==> config.mk <==
export PLATFORM = sky130hd
export DESIGN_NAME = data_mem_arbiter
export DESIGN_NICKNAME = d
export VERILOG_FILES = /design/src/rtl/mem_arb_pkg.sv /design/src/rtl/rr_arbiter2.sv /design/src/rtl/data_mem_arbiter.sv
export SDC_FILE = /design/constraint.sdc
export NUM_CORES = 1
export LEC_CHECK = 0
export CAP_MARGIN = 20
export CORE_AREA = 8 8 123 125
export DETAILED_ROUTE_END_ITERATION = 10
export DIE_AREA = 0 0 131 133
export PLACE_DENSITY = 0.79
export SYNTH_ARGS = -nofsm -noshare
export SYNTH_HDL_FRONTEND = slang
export SYNTH_HIERARCHICAL = 1
export SYNTH_SLANG_ARGS = --single-unit
==> constraint.sdc <==
create_clock -name i_clk -period 2.2 [get_ports i_clk]
set_input_delay 0.44 -clock i_clk [delete_from_list [all_inputs] [get_ports i_clk]]
set_output_delay 0.44 -clock i_clk [all_outputs]
set_load 0.05 [all_outputs]
==> src/rtl/mem_arb_pkg.sv <==
// Shared types for the data-memory arbiter: FSM state encoding, port indices,
// and the two-way round-robin pick used by rr_arbiter2.
// Latency: n/a (types and a pure function). Backpressure: n/a.
package mem_arb_pkg;

    typedef enum logic [1:0] {
        ST_IDLE  = 2'd0,
        ST_ISSUE = 2'd1,
        ST_RESP  = 2'd2
    } arb_state_t;

    localparam logic PORT0 = 1'b0;   // CPU
    localparam logic PORT1 = 1'b1;   // debug loader

    // A lone requester wins outright; on a tie the port not served last wins.
    function automatic logic rr_pick(input logic req0, input logic req1,
                                     input logic last_served);
        if (req0 && req1) begin
            return ~last_served;
        end
        return req1 ? PORT1 : PORT0;
    endfunction

endpackage

==> src/rtl/rr_arbiter2.sv <==
// Two-input round-robin picker: chooses a winner index from two requests.
// Latency: combinational, zero cycles.
// Backpressure: none; caller decides when the pick is consumed.
// Ports: req0/req1 requests, last_served port index -> grant index, grant_vld.
module rr_arbiter2
    import mem_arb_pkg::*;
(
    input  logic req0,
    input  logic req1,
    input  logic last_served,
    output logic grant,
    output logic grant_vld
);

    assign grant_vld = req0 | req1;
    assign grant     = rr_pick(req0, req1, last_served);

endmodule

==> src/rtl/data_mem_arbiter.sv <==
// Arbitrates CPU (port 0) and debug loader (port 1) onto one data memory port.
// Latency: request seen in IDLE -> memory strobe next cycle -> ack the cycle after.
// Backpressure: requests held until ack; back-to-back grants alternate, one per 2 cycles.
// Ports: i_clk, i_reset (sync, active-high); per-port req/we/addr/wdata in,
//        ack/rdata out; o_mem_* strobe/address/data/enables, i_mem_read_data
//        (registered memory data, valid the cycle after a read strobe).
module data_mem_arbiter
    import mem_arb_pkg::*;
#(
    parameter int RAM_WIDTH  = 32,
    parameter int ADDR_WIDTH = 10
) (
    input  logic                  i_clk,
    input  logic                  i_reset,
    input  logic                  i_req0,
    input  logic                  i_we0,
    input  logic [ADDR_WIDTH-1:0] i_addr0,
    input  logic [RAM_WIDTH-1:0]  i_wdata0,
    input  logic                  i_req1,
    input  logic                  i_we1,
    input  logic [ADDR_WIDTH-1:0] i_addr1,
    input  logic [RAM_WIDTH-1:0]  i_wdata1,
    output logic                  o_ack0,
    output logic [RAM_WIDTH-1:0]  o_rdata0,
    output logic                  o_ack1,
    output logic [RAM_WIDTH-1:0]  o_rdata1,
    output logic                  o_mem_valid,
    output logic [RAM_WIDTH-1:0]  o_mem_address,
    output logic [RAM_WIDTH-1:0]  o_mem_write_data,
    output logic                  o_mem_read_enable,
    output logic                  o_mem_write_enable,
    input  logic [RAM_WIDTH-1:0]  i_mem_read_data
);

    arb_state_t            state_q, state_d;
    logic                  last_served_q;
    logic                  lat_port_q;
    logic                  lat_we_q;
    logic [ADDR_WIDTH-1:0] lat_addr_q;
    logic [RAM_WIDTH-1:0]  lat_wdata_q;
    logic [RAM_WIDTH-1:0]  rdata0_q, rdata1_q;

    logic arb_req0, arb_req1, arb_grant, arb_vld;
    logic grant_en;
    logic resp_rd0, resp_rd1;

    // The port being acked still holds its request this cycle; masking it
    // lets the other port be granted straight into ISSUE with no IDLE gap.
    assign arb_req0 = i_req0 && !(state_q == ST_RESP && lat_port_q == PORT0);
    assign arb_req1 = i_req1 && !(state_q == ST_RESP && lat_port_q == PORT1);

    rr_arbiter2 u_rr (
        .req0        (arb_req0),
        .req1        (arb_req1),
        .last_served (last_served_q),
        .grant       (arb_grant),
        .grant_vld   (arb_vld)
    );

    always_ff @(posedge i_clk) begin
        if (i_reset) begin
            state_q <= ST_IDLE;
        end else begin
            state_q <= state_d;
        end
    end

    always_comb begin
        state_d            = state_q;
        grant_en           = 1'b0;
        o_ack0             = 1'b0;
        o_ack1             = 1'b0;
        o_mem_valid        = 1'b0;
        o_mem_address      = '0;
        o_mem_write_data   = '0;
        o_mem_read_enable  = 1'b0;
        o_mem_write_enable = 1'b0;
        case (state_q)
            ST_IDLE: begin
                if (arb_vld) begin
                    grant_en = 1'b1;
                    state_d  = ST_ISSUE;
                end
            end
            ST_ISSUE: begin
                o_mem_valid        = 1'b1;
                o_mem_address      = RAM_WIDTH'(lat_addr_q);
                o_mem_write_data   = lat_wdata_q;
                o_mem_write_enable = lat_we_q;
                o_mem_read_enable  = ~lat_we_q;
                state_d            = ST_RESP;
            end
            ST_RESP: begin
                o_ack0 = (lat_port_q == PORT0);
                o_ack1 = (lat_port_q == PORT1);
                if (arb_vld) begin
                    grant_en = 1'b1;
                    state_d  = ST_ISSUE;
                end else begin
                    state_d  = ST_IDLE;
                end
            end
            default: state_d = ST_IDLE;
        endcase
    end

    assign resp_rd0 = (state_q == ST_RESP) && !lat_we_q && (lat_port_q == PORT0);
    assign resp_rd1 = (state_q == ST_RESP) && !lat_we_q && (lat_port_q == PORT1);

    always_ff @(posedge i_clk) begin
        if (i_reset) begin
            last_served_q <= PORT1;   // port 0 wins the first tie
            lat_port_q    <= PORT0;
            lat_we_q      <= 1'b0;
            lat_addr_q    <= '0;
            lat_wdata_q   <= '0;
            rdata0_q      <= '0;
            rdata1_q      <= '0;
        end else begin
            if (grant_en) begin
                last_served_q <= arb_grant;
                lat_port_q    <= arb_grant;
                lat_we_q      <= (arb_grant == PORT1) ? i_we1    : i_we0;
                lat_addr_q    <= (arb_grant == PORT1) ? i_addr1  : i_addr0;
                lat_wdata_q   <= (arb_grant == PORT1) ? i_wdata1 : i_wdata0;
            end
            if (resp_rd0) begin
                rdata0_q <= i_mem_read_data;
            end
            if (resp_rd1) begin
                rdata1_q <= i_mem_read_data;
            end
        end
    end

    // Read data is forwarded in the ack cycle and held by the register afterwards.
    assign o_rdata0 = resp_rd0 ? i_mem_read_data : rdata0_q;
    assign o_rdata1 = resp_rd1 ? i_mem_read_data : rdata1_q;

endmodule

# After elaboration in Yosys (flattened, before gate mapping)
# Cells that the tools add are included.
dict set report word_totals {
  register_bits 111
  latch_bits 0
  mem_bits_rw 0
  mem_bits_ro 0
  inputBits 122
  output_inout_bits 133
  word_cells 49
  n_memories 0
}
dict set report classes {
  addsub 0
  multipliers 0
  div_mod_pow 0
  order_cmp 0
  n_eq_ne 3
  shift 0
  mux 21
  bitwise 4
  reduce_logical 13
}
# cell count
set ops {}
lappend ops {{32-bit two-way mux} 4}
lappend ops {{10-bit two-way mux} 2}
lappend ops {{1-bit two-way mux} 13}
lappend ops {{1-bit logical AND} 8}
lappend ops {{2-bit one-hot mux with 3 select lines} 1}
lappend ops {{1-bit zero test} 3}
lappend ops {{1-bit inverter} 3}
lappend ops {{2-bit by 1-bit equality test with 1-bit output, second input constant} 1}
lappend ops {{2-bit equality test, second input constant} 1}
lappend ops {{2-bit zero test} 1}
lappend ops {{2-bit two-way mux} 1}
lappend ops {{2-bit inequality test, second input constant} 1}
lappend ops {{2-bit OR reduction} 1}
lappend ops {{1-bit OR} 1}

# Longest topological paths before layout
# Gate-level depths: netlist (run 1).
dict set report depth {
  depth_word 8
  mapped_depth 8
}

# By module
# The synthesis (run 1) kept the hierarchy.
# mod instances cells_per_inst area_per_inst_um2 seq_area_each_um2
set by_module_without_submodules {}
lappend by_module_without_submodules {data_mem_arbiter 1 490 5243.8 2222.1}
lappend by_module_without_submodules {rr_arbiter2 1 2 13.8 0.0}

# Worst setup path before layout (run 1)
# Ideal clock, no wire load.
dict set report synth_path {
  kind {register to register}
  from {reg state_q[0]}
  to {reg lat_addr_q[9]}
  arrival_ns 2.777
  t_required_ns 2.114
  path_slack_ns -0.663
  path_stages_with_launch 9
  n_path_buf 3
  period_less_slack_ns 2.863
  path_cell_list {dfxtp_1 -> nor3b_1 -> nor2b_1 -> or2_1 -> nor2b_1 -> clkbuf_1 -> buf_2 -> buf_1 -> a211oi_1}
}
dict set report synth_between {
  elab_cells_between_ends 17
}
# item line_no
set synth_rtl {}
lappend synth_rtl {{start: declaration} data_mem_arbiter.sv:35} ;# arb_state_t state_q, state_d;
lappend synth_rtl {{start signal: assignment} data_mem_arbiter.sv:64} ;# state_q <= state_d;
lappend synth_rtl {{2-bit equality test} data_mem_arbiter.sv:49} ;# assign arb_req0 = i_req0 && !(state_q == ST_RESP && lat_port_q == PORT0);
lappend synth_rtl {{1-bit logical AND} data_mem_arbiter.sv:49}
lappend synth_rtl {{1-bit zero test} data_mem_arbiter.sv:49}
lappend synth_rtl {{1-bit logical AND} data_mem_arbiter.sv:49}
lappend synth_rtl {{named net arb_req0} data_mem_arbiter.sv:43} ;# logic arb_req0, arb_req1, arb_grant, arb_vld;
lappend synth_rtl {{1-bit OR} rr_arbiter2.sv:15} ;# assign grant_vld = req0 | req1;
lappend synth_rtl {{named net arb_vld} data_mem_arbiter.sv:43}
lappend synth_rtl {{1-bit two-way mux} {data_mem_arbiter.sv:80, data_mem_arbiter.sv:96}}
lappend synth_rtl {{1-bit two-way mux} -}
lappend synth_rtl {{end signal: assignment} data_mem_arbiter.sv:124} ;# lat_addr_q <= (arb_grant == PORT1) ? i_addr1 : i_addr0;
lappend synth_rtl {{end: declaration} data_mem_arbiter.sv:39} ;# logic [ADDR_WIDTH-1:0] lat_addr_q;
# The timed path passes the listed nets, and every way through them passes these cells.
# A chain may end at the register's enable or synchronous reset.

# Worst setup path after layout (run 1)
dict set report layout_path {
  from {reg lat_port_q}
  to {out o_rdata1[12]}
}
dict set report layout_between {
  elab_chain_len 2
}
# item line_no
set layout_rtl {}
lappend layout_rtl {{start: declaration} data_mem_arbiter.sv:37} ;# logic lat_port_q;
lappend layout_rtl {{start signal: assignment} data_mem_arbiter.sv:122} ;# lat_port_q <= arb_grant;
lappend layout_rtl {{1-bit logical AND} data_mem_arbiter.sv:108} ;# assign resp_rd1 = (state_q == ST_RESP) && !lat_we_q && (lat_port_q == PORT1);
lappend layout_rtl {{32-bit two-way mux} -}
lappend layout_rtl {{end: declaration} data_mem_arbiter.sv:26} ;# output logic [RAM_WIDTH-1:0] o_rdata1,
# No other way between the ends.

==> impl_metrics.yaml, run 1 <==
status:
  status: "finished, violations left"
  violations: "negative setup slack"
sta:
  rsz0062_at_grt: "yes"
  setup-tns-final_ns: -4.82
  period_needed_ns: 2.31
  fmax_mhz: 434
  fin_crit_sh: 1.05
  setup_viol: 64
  postLayoutSetupSlackWorst_ns: -0.106
  drv_slew: 0
  skew_ns: 0.0126
  hold_viol: 0
synthesis:
  synth_cell_types: 28
  synth_top_family_by_area: "multiplexers"
  synthTopCellsByArea: "dfxtp_1 42%, mux2_4 11%, mux2i_1 8.2%"
  yosys.area_share.simple: 0.195
  synthDominantCellAreaShare: 0.423
  yosysWarningCount: 6
  postSynthAreaPerCell_sq_um: 10.7
  yosysSeqAreaShare: 0.423
  ys_seq_elements: 111
  synth-main-ff-cell: "dfxtp_1"
  synth_edf_count: 0
  syn_area_sq_um: 5260
  yosys.area.top_type: "dfxtp_1"
  muxShareOfSynthArea: 0.247
  synth_compound_area_frac: 0.0647
  async_flop_share: 0
  syn_inst: 492
  synth_xor_area_frac: 0
  synth_fa_ha_area_frac: 0
clock_network:
  h-tree-depth: 3
  insertion_delay_ns: 0.35
  clock_sinks: 111
  clockBufferDepth: 2
  cts_tree: "yes"
  clkTransAtPathRegs_ns: 0.06
  cts-root-buf: "clkbuf_16"
  numCtsBuffers: 9
critical_path:
  max_stage_delay_ns: 0.36
  path_cells: "nor4bb_4 -> buf_4 -> buf_12 -> mux2_4 -> buf_8"
  critical_path.top_delay_family: "buffers and inverters"
  arrival_ns: 1.87
  worst-path-buf-inv: 3
  cp_max_fo: 8
  crit_path_end_kind: "output pin"
  required_ns: 1.76
  critPathLaunchType: "flop"
  critical_path_class: "reg2out"
  critPathSlowestCell: "dfxtp_4"
power:
  p_leak_nw: 3.92
  internal-power_mw: 3.67
  vdd_drop_max_uv: 549
  pwr-share-comb: 0.292
  clock_power_share: 0.292
  seqPwrFrac: 0.415
  finalPower_mw: 5.25
  switchingPower_mw: 1.57
  power.density_nw_per_um2: 575
  p_sw_frac: 0.300
detailed_routing:
  via_per_inst: 4.71
  avgRoutedWirePerCell_microns: 18.8
  drt.antenna.violating_nets: 0
  dr.pass1.iters: 4
  vias: 4308
  drc: 0
  wl_microns: 17200
  drt_iter0_drc: 144
layout:
  multi_input_area_sq_um: 2880
  fillers: 936
  utilization: 0.697
  layout_common_cells: "120 x clkdlybuf4s50_1, 107 x dfxtp_1, 67 x buf_12"
  final_area_sq_um: 9120
  stdcell_count: 914
  seq_area_sq_um: 2230
  area_growth_pct: 73.4
  layout_commonest_cell: "clkdlybuf4s50_1"
  drive_gt1_frac: 0.356
  nets: 856
  num_antenna_cells: 0
floorplanning:
  die_h_microns: 133
  core_area_sq_um: 13100
  die-area_sq_um: 17400
  num_io_pins: 255
  fp-row-count: 42
  initial_utilization: 0.402
  die-width_microns: 131
hold_path:
  hold_class: "reg2reg"
placed_design:
  place_inst: 874
  gp_congestion: 0.764
  dp_hpwl_microns: 11700
  place_area_sq_um: 8150
  port-buffer-count: 232
global_routing:
  grt_max_degree: 53
  grt_pass1_vias: 4739
  grt_pass1_wl_microns: 25900
  overflow: 0
  antenna_found_initial: 0
  grt.total_usage: 0.192
job:
  max_cap_violations: 0
[cell type report]
type                       count  area share
timing repair buffer         270       0.384
tap                          176      0.0241
multi-input combinational    341       0.316
inverter                       1    0.000412
sequential                   111       0.245
clock buffer                  11      0.0266
clock inverter                 4     0.00343
[what timing repair did]
item | in CTS | in global routing
gates cloned | 6 | 1
pin swaps | 2 | 2
setup buffers | 16 | 8
gates resized for setup | 106 | 27
hold buffers | 0 | 0
endpoints found under the setup margin | 97 | 76
[worst paths after layout]
check,startpoint,endpoint,slack (ns),cells past startpoint
min reg2reg,lat_wdata_q[17]$_SDFFE_PP0P_,lat_wdata_q[17]$_SDFFE_PP0P_,0.49,2
max,lat_port_q$_SDFFE_PP0P_,o_rdata1[12],-0.11,5
min,lat_wdata_q[17]$_SDFFE_PP0P_,lat_wdata_q[17]$_SDFFE_PP0P_,0.49,2
max reg2reg,state_q[0]$_SDFFE_PP0P_,lat_wdata_q[2]$_SDFFE_PP0P_,0.22,8
[sequential cells by signal (all words and copies together), names as in the netlist]
signal	flops
last_served_q	1
lat_addr_q	10
lat_port_q	1
lat_wdata_q	32
lat_we_q	1
rdata0_q	32
rdata1_q	32
state_q	2
[kinds of logic (layout without fill, tap and decap cells)]
kind of cell    after synthesis  after routing
other cells                   1             22
flops                       111            111
buf+inv                      61            286
compound gates               46             46
mux                         107            107
simple gates                166            166
[Yosys cell counts (2+ instances only)]
cell type / instances
buf_4: 23
nor2b_1: 26
a21oi_1: 2
mux2i_1: 43
buf_6: 6
clkbuf_1: 22
dfxtp_1: 111
a211oi_1: 43
nand2_1: 3
mux2_2: 23
and2_1: 42
and2b_2: 24
and2b_1: 17
mux2_4: 39
buf_2: 8
nand2b_1: 2
mux2_1: 2
nor2_1: 46
[power groups by stage]
stage          logic (mW)  registers (mW)  clock network [mW]
2_1_floorplan       0.835            2.21                   0
3_3_place_gp         1.41            2.22                   0
3_5_place_dp         1.44            2.23                   0
4_1_cts              1.51            2.18                1.57
5_1_grt              1.61            2.19                1.67
6_report             1.53            2.18                1.53
[metal layers]
metal | global-route usage | routed length, microns | vias up
met5 | 0 | 0 | -
met1 | 0.196 | 6510 | 2002
met3 | 0.0695 | 1510 | 20
li1 | - | - | 2109
met2 | 0.354 | 8870 | 177
met4 | 0.0555 | 272 | 0
[tightest hold or removal path, stage by stage, from the launching register on]
cell and delay [ns]:
dfxtp_1 0.31, nor2_1 0.09, a211oi_1 0.05
[metrics by stage]
stage | hold WS [ns] | setup slack [ns]
final | 0.493 | -0.106
after detailed placement | 0.486 | 0.0352
after floorplan | 0.438 | 0.0132
after global placement | 0.483 | 0.133
after global routing | 0.511 | -0.189
after CTS | 0.485 | -0.172
(Power assumes the default switching activity.)
==> run 2: changes to the inputs <==
- CORE_AREA: 8 8 123 125 -> 8 8 119 121
- CTS_CLUSTER_DIAMETER: not set -> 80
- DIE_AREA: 0 0 131 133 -> 0 0 127 129
- PLACE_DENSITY: 0.79 -> 0.84
- TNS_END_PERCENT: not set -> 20
- clock period: 2.2 -> 2.8 ns (I/O delays scaled with it)
==> run 2 against run 1 <==
  * The run now ends clean
  * Non-clock buffer count decreased by 30
  * Final area decreased by 8.2%
  * Clock skew decreased by 0.0048 ns
  * Largest cell class unchanged
  * Highest routed layer unchanged
  * Critical path type unchanged
  * Final cell count decreased by 6.0%
  * Setup slack improved by 0.30 ns
  * Critical endpoint is now o_mem_read_enable
  * Clock-buffer cell count decreased by 2
==> impl_metrics.yaml, run 2 (synthesis gave the netlist of run 1 again) <==
status:
  status: "complete, no violations"
critical_path:
  r2r_start: "state_q[0]$_SDFFE_PP0P_"
  cp_max_fo: 7
  max_stage_delay_ns: 0.83
  critPathSlowestCell: "clkdlybuf4s50_1"
  critical_path.top_delay_family: "buffers and inverters"
  path_cells: "nand2b_1 -> nor2_1 -> clkdlybuf4s50_1"
  arrival_ns: 2.04
  worst-path-buf-inv: 1
  critical_path_class: "reg2out"
  reg2reg_to: "lat_wdata_q[22]$_SDFFE_PP0P_"
  critPathLaunchType: "flop"
  r2r_cells: 7
  required_ns: 2.24
  crit_path_end_kind: "output pin"
  r2r_slack_ns: 0.60
placed_design:
  place_area_sq_um: 8070
  dp_hpwl_microns: 11600
  place_inst: 843
  port-buffer-count: 232
  gp_congestion: 0.792
sta:
  fin_crit_sh: 0.929
  drv_slew: 0
  fmax_mhz: 384
  tightestPinTransition_ns: 0.556
  hold_viol: 0
  maxSlewHeadroom: 0.628
  finalHoldWorstSlack_ns: 0.497
  period_needed_ns: 2.60
  setup_viol: 0
  rsz0062_at_grt: "no"
  setup-tns-final_ns: 0
  skew_ns: 0.00789
power:
  switchingPower_mw: 1.22
  clock_power_share: 0.316
  vdd_drop_max_uv: 392
  p_sw_frac: 0.296
  pwr-share-comb: 0.266
  internal-power_mw: 2.89
  p_leak_nw: 3.65
  power.density_nw_per_um2: 490
  seqPwrFrac: 0.418
layout:
  num_antenna_cells: 0
  utilization: 0.680
  fillers: 887
  reg.largest.list: "lat_wdata_q: 32 flops, rdata0_q: 32 flops, rdata1_q: 32 flops"
  nets: 826
  drive_gt1_frac: 0.317
  area_growth_pct: 59.3
  stdcell_count: 859
  layout_commonest_cell: "clkdlybuf4s50_1"
  layout_common_cells: "123 x clkdlybuf4s50_1, 111 x dfxtp_1, 61 x buf_12"
  final_area_sq_um: 8370
detailed_routing:
  drt.antenna.violating_nets: 0
  via_per_inst: 4.86
  avgRoutedWirePerCell_microns: 17.3
  vias: 4175
  wl_microns: 14900
  dr.pass1.iters: 4
  drt_iter0_drc: 178
  drc: 0
hold_path:
  min_path_cells: 2
  hp-start: "lat_wdata_q[8]$_SDFFE_PP0P_"
  holdPathEnd: "lat_wdata_q[8]$_SDFFE_PP0P_"
  hold_class: "reg2reg"
floorplanning:
  core_area_sq_um: 12300
  num_io_pins: 255
  die-width_microns: 127
  die_h_microns: 129
  initial_utilization: 0.427
  fp-row-count: 41
  die-area_sq_um: 16400
global_routing:
  overflow: 0
  grt_max_degree: 112
  grt.total_usage: 0.177
  grt_pass1_wl_microns: 23200
  grt_pass1_vias: 4459
  antenna_found_initial: 0
clock_network:
  numCtsBuffers: 9
  h-tree-depth: 3
  clkTransAtPathRegs_ns: 0.07
  clock_sinks: 111
  cts_resized: 0
  cts_tree: "yes"
  cts_setup_buffers: 0
  cts-root-buf: "clkbuf_16"
  cts_hold_buf: 0
  insertion_delay_ns: 0.34
  clockBufferDepth: 2
job:
  max_cap_violations: 0
run 2: power by group through the flow:
stage | Combinational, mW | Sequential [mW] | Clock (mW)
after CTS | 1.10 | 1.72 | 1.33
after global routing | 1.15 | 1.73 | 1.40
after global placement | 1.07 | 1.75 | 0
after floorplan | 0.655 | 1.73 | 0
final | 1.09 | 1.72 | 1.29
after detailed placement | 1.10 | 1.75 | 0
run 2: layer usage:
metal,share of wire,global-route usage,vias to the layer above
met4,0.016,0.0630,0
met5,0,0,-
met3,0.088,0.0670,16
li1,-,-,2035
met2,0.50,0.316,182
met1,0.40,0.187,1942
run 2: tightest hold or removal path: cells and delay by family (launching register included):
kind            cells  cell delay [ns]
compound gates      1             0.05
flops               1             0.31
simple gates        1             0.09
run 2: how the worst max path moves through the flow:
stage	cells after the start	endpoint	from	slack (ns)
6_report	3	o_mem_read_enable	state_q[0]$_SDFFE_PP0P_	0.20
5_1_grt	4	o_rdata1[29]	state_q[0]$_SDFFE_PP0P_	0.12
4_1_cts	3	o_mem_read_enable	state_q[0]$_SDFFE_PP0P_	0.16
3_5_place_dp	7	lat_wdata_q[22]$_SDFFE_PP0P_	i_req0	0.37
3_3_place_gp	7	lat_wdata_q[21]$_SDFFE_PP0P_	i_req0	0.49
2_1_floorplan	4	o_mem_address[0]	state_q[0]$_SDFFE_PP0P_	0.44
run 2: final cells by class:
class                           instances  area, sq um  area share
Tap cell                              150          188      0.0224
Inverter                                1         3.75    0.000448
Clock buffer                            9          225      0.0269
Sequential cell                       111         2220       0.265
Timing Repair Buffer                  240         2870       0.343
Multi-Input combinational cell        341         2780       0.332
Clock inverter                          7         80.1     0.00956
run 2: through the flow:
stage | power (mW) | setup WS [ns]
after floorplan | 2.39 | 0.445
after global placement | 2.82 | 0.490
after detailed placement | 2.85 | 0.365
after CTS | 4.15 | 0.161
after global routing | 4.28 | 0.124
final | 4.10 | 0.198
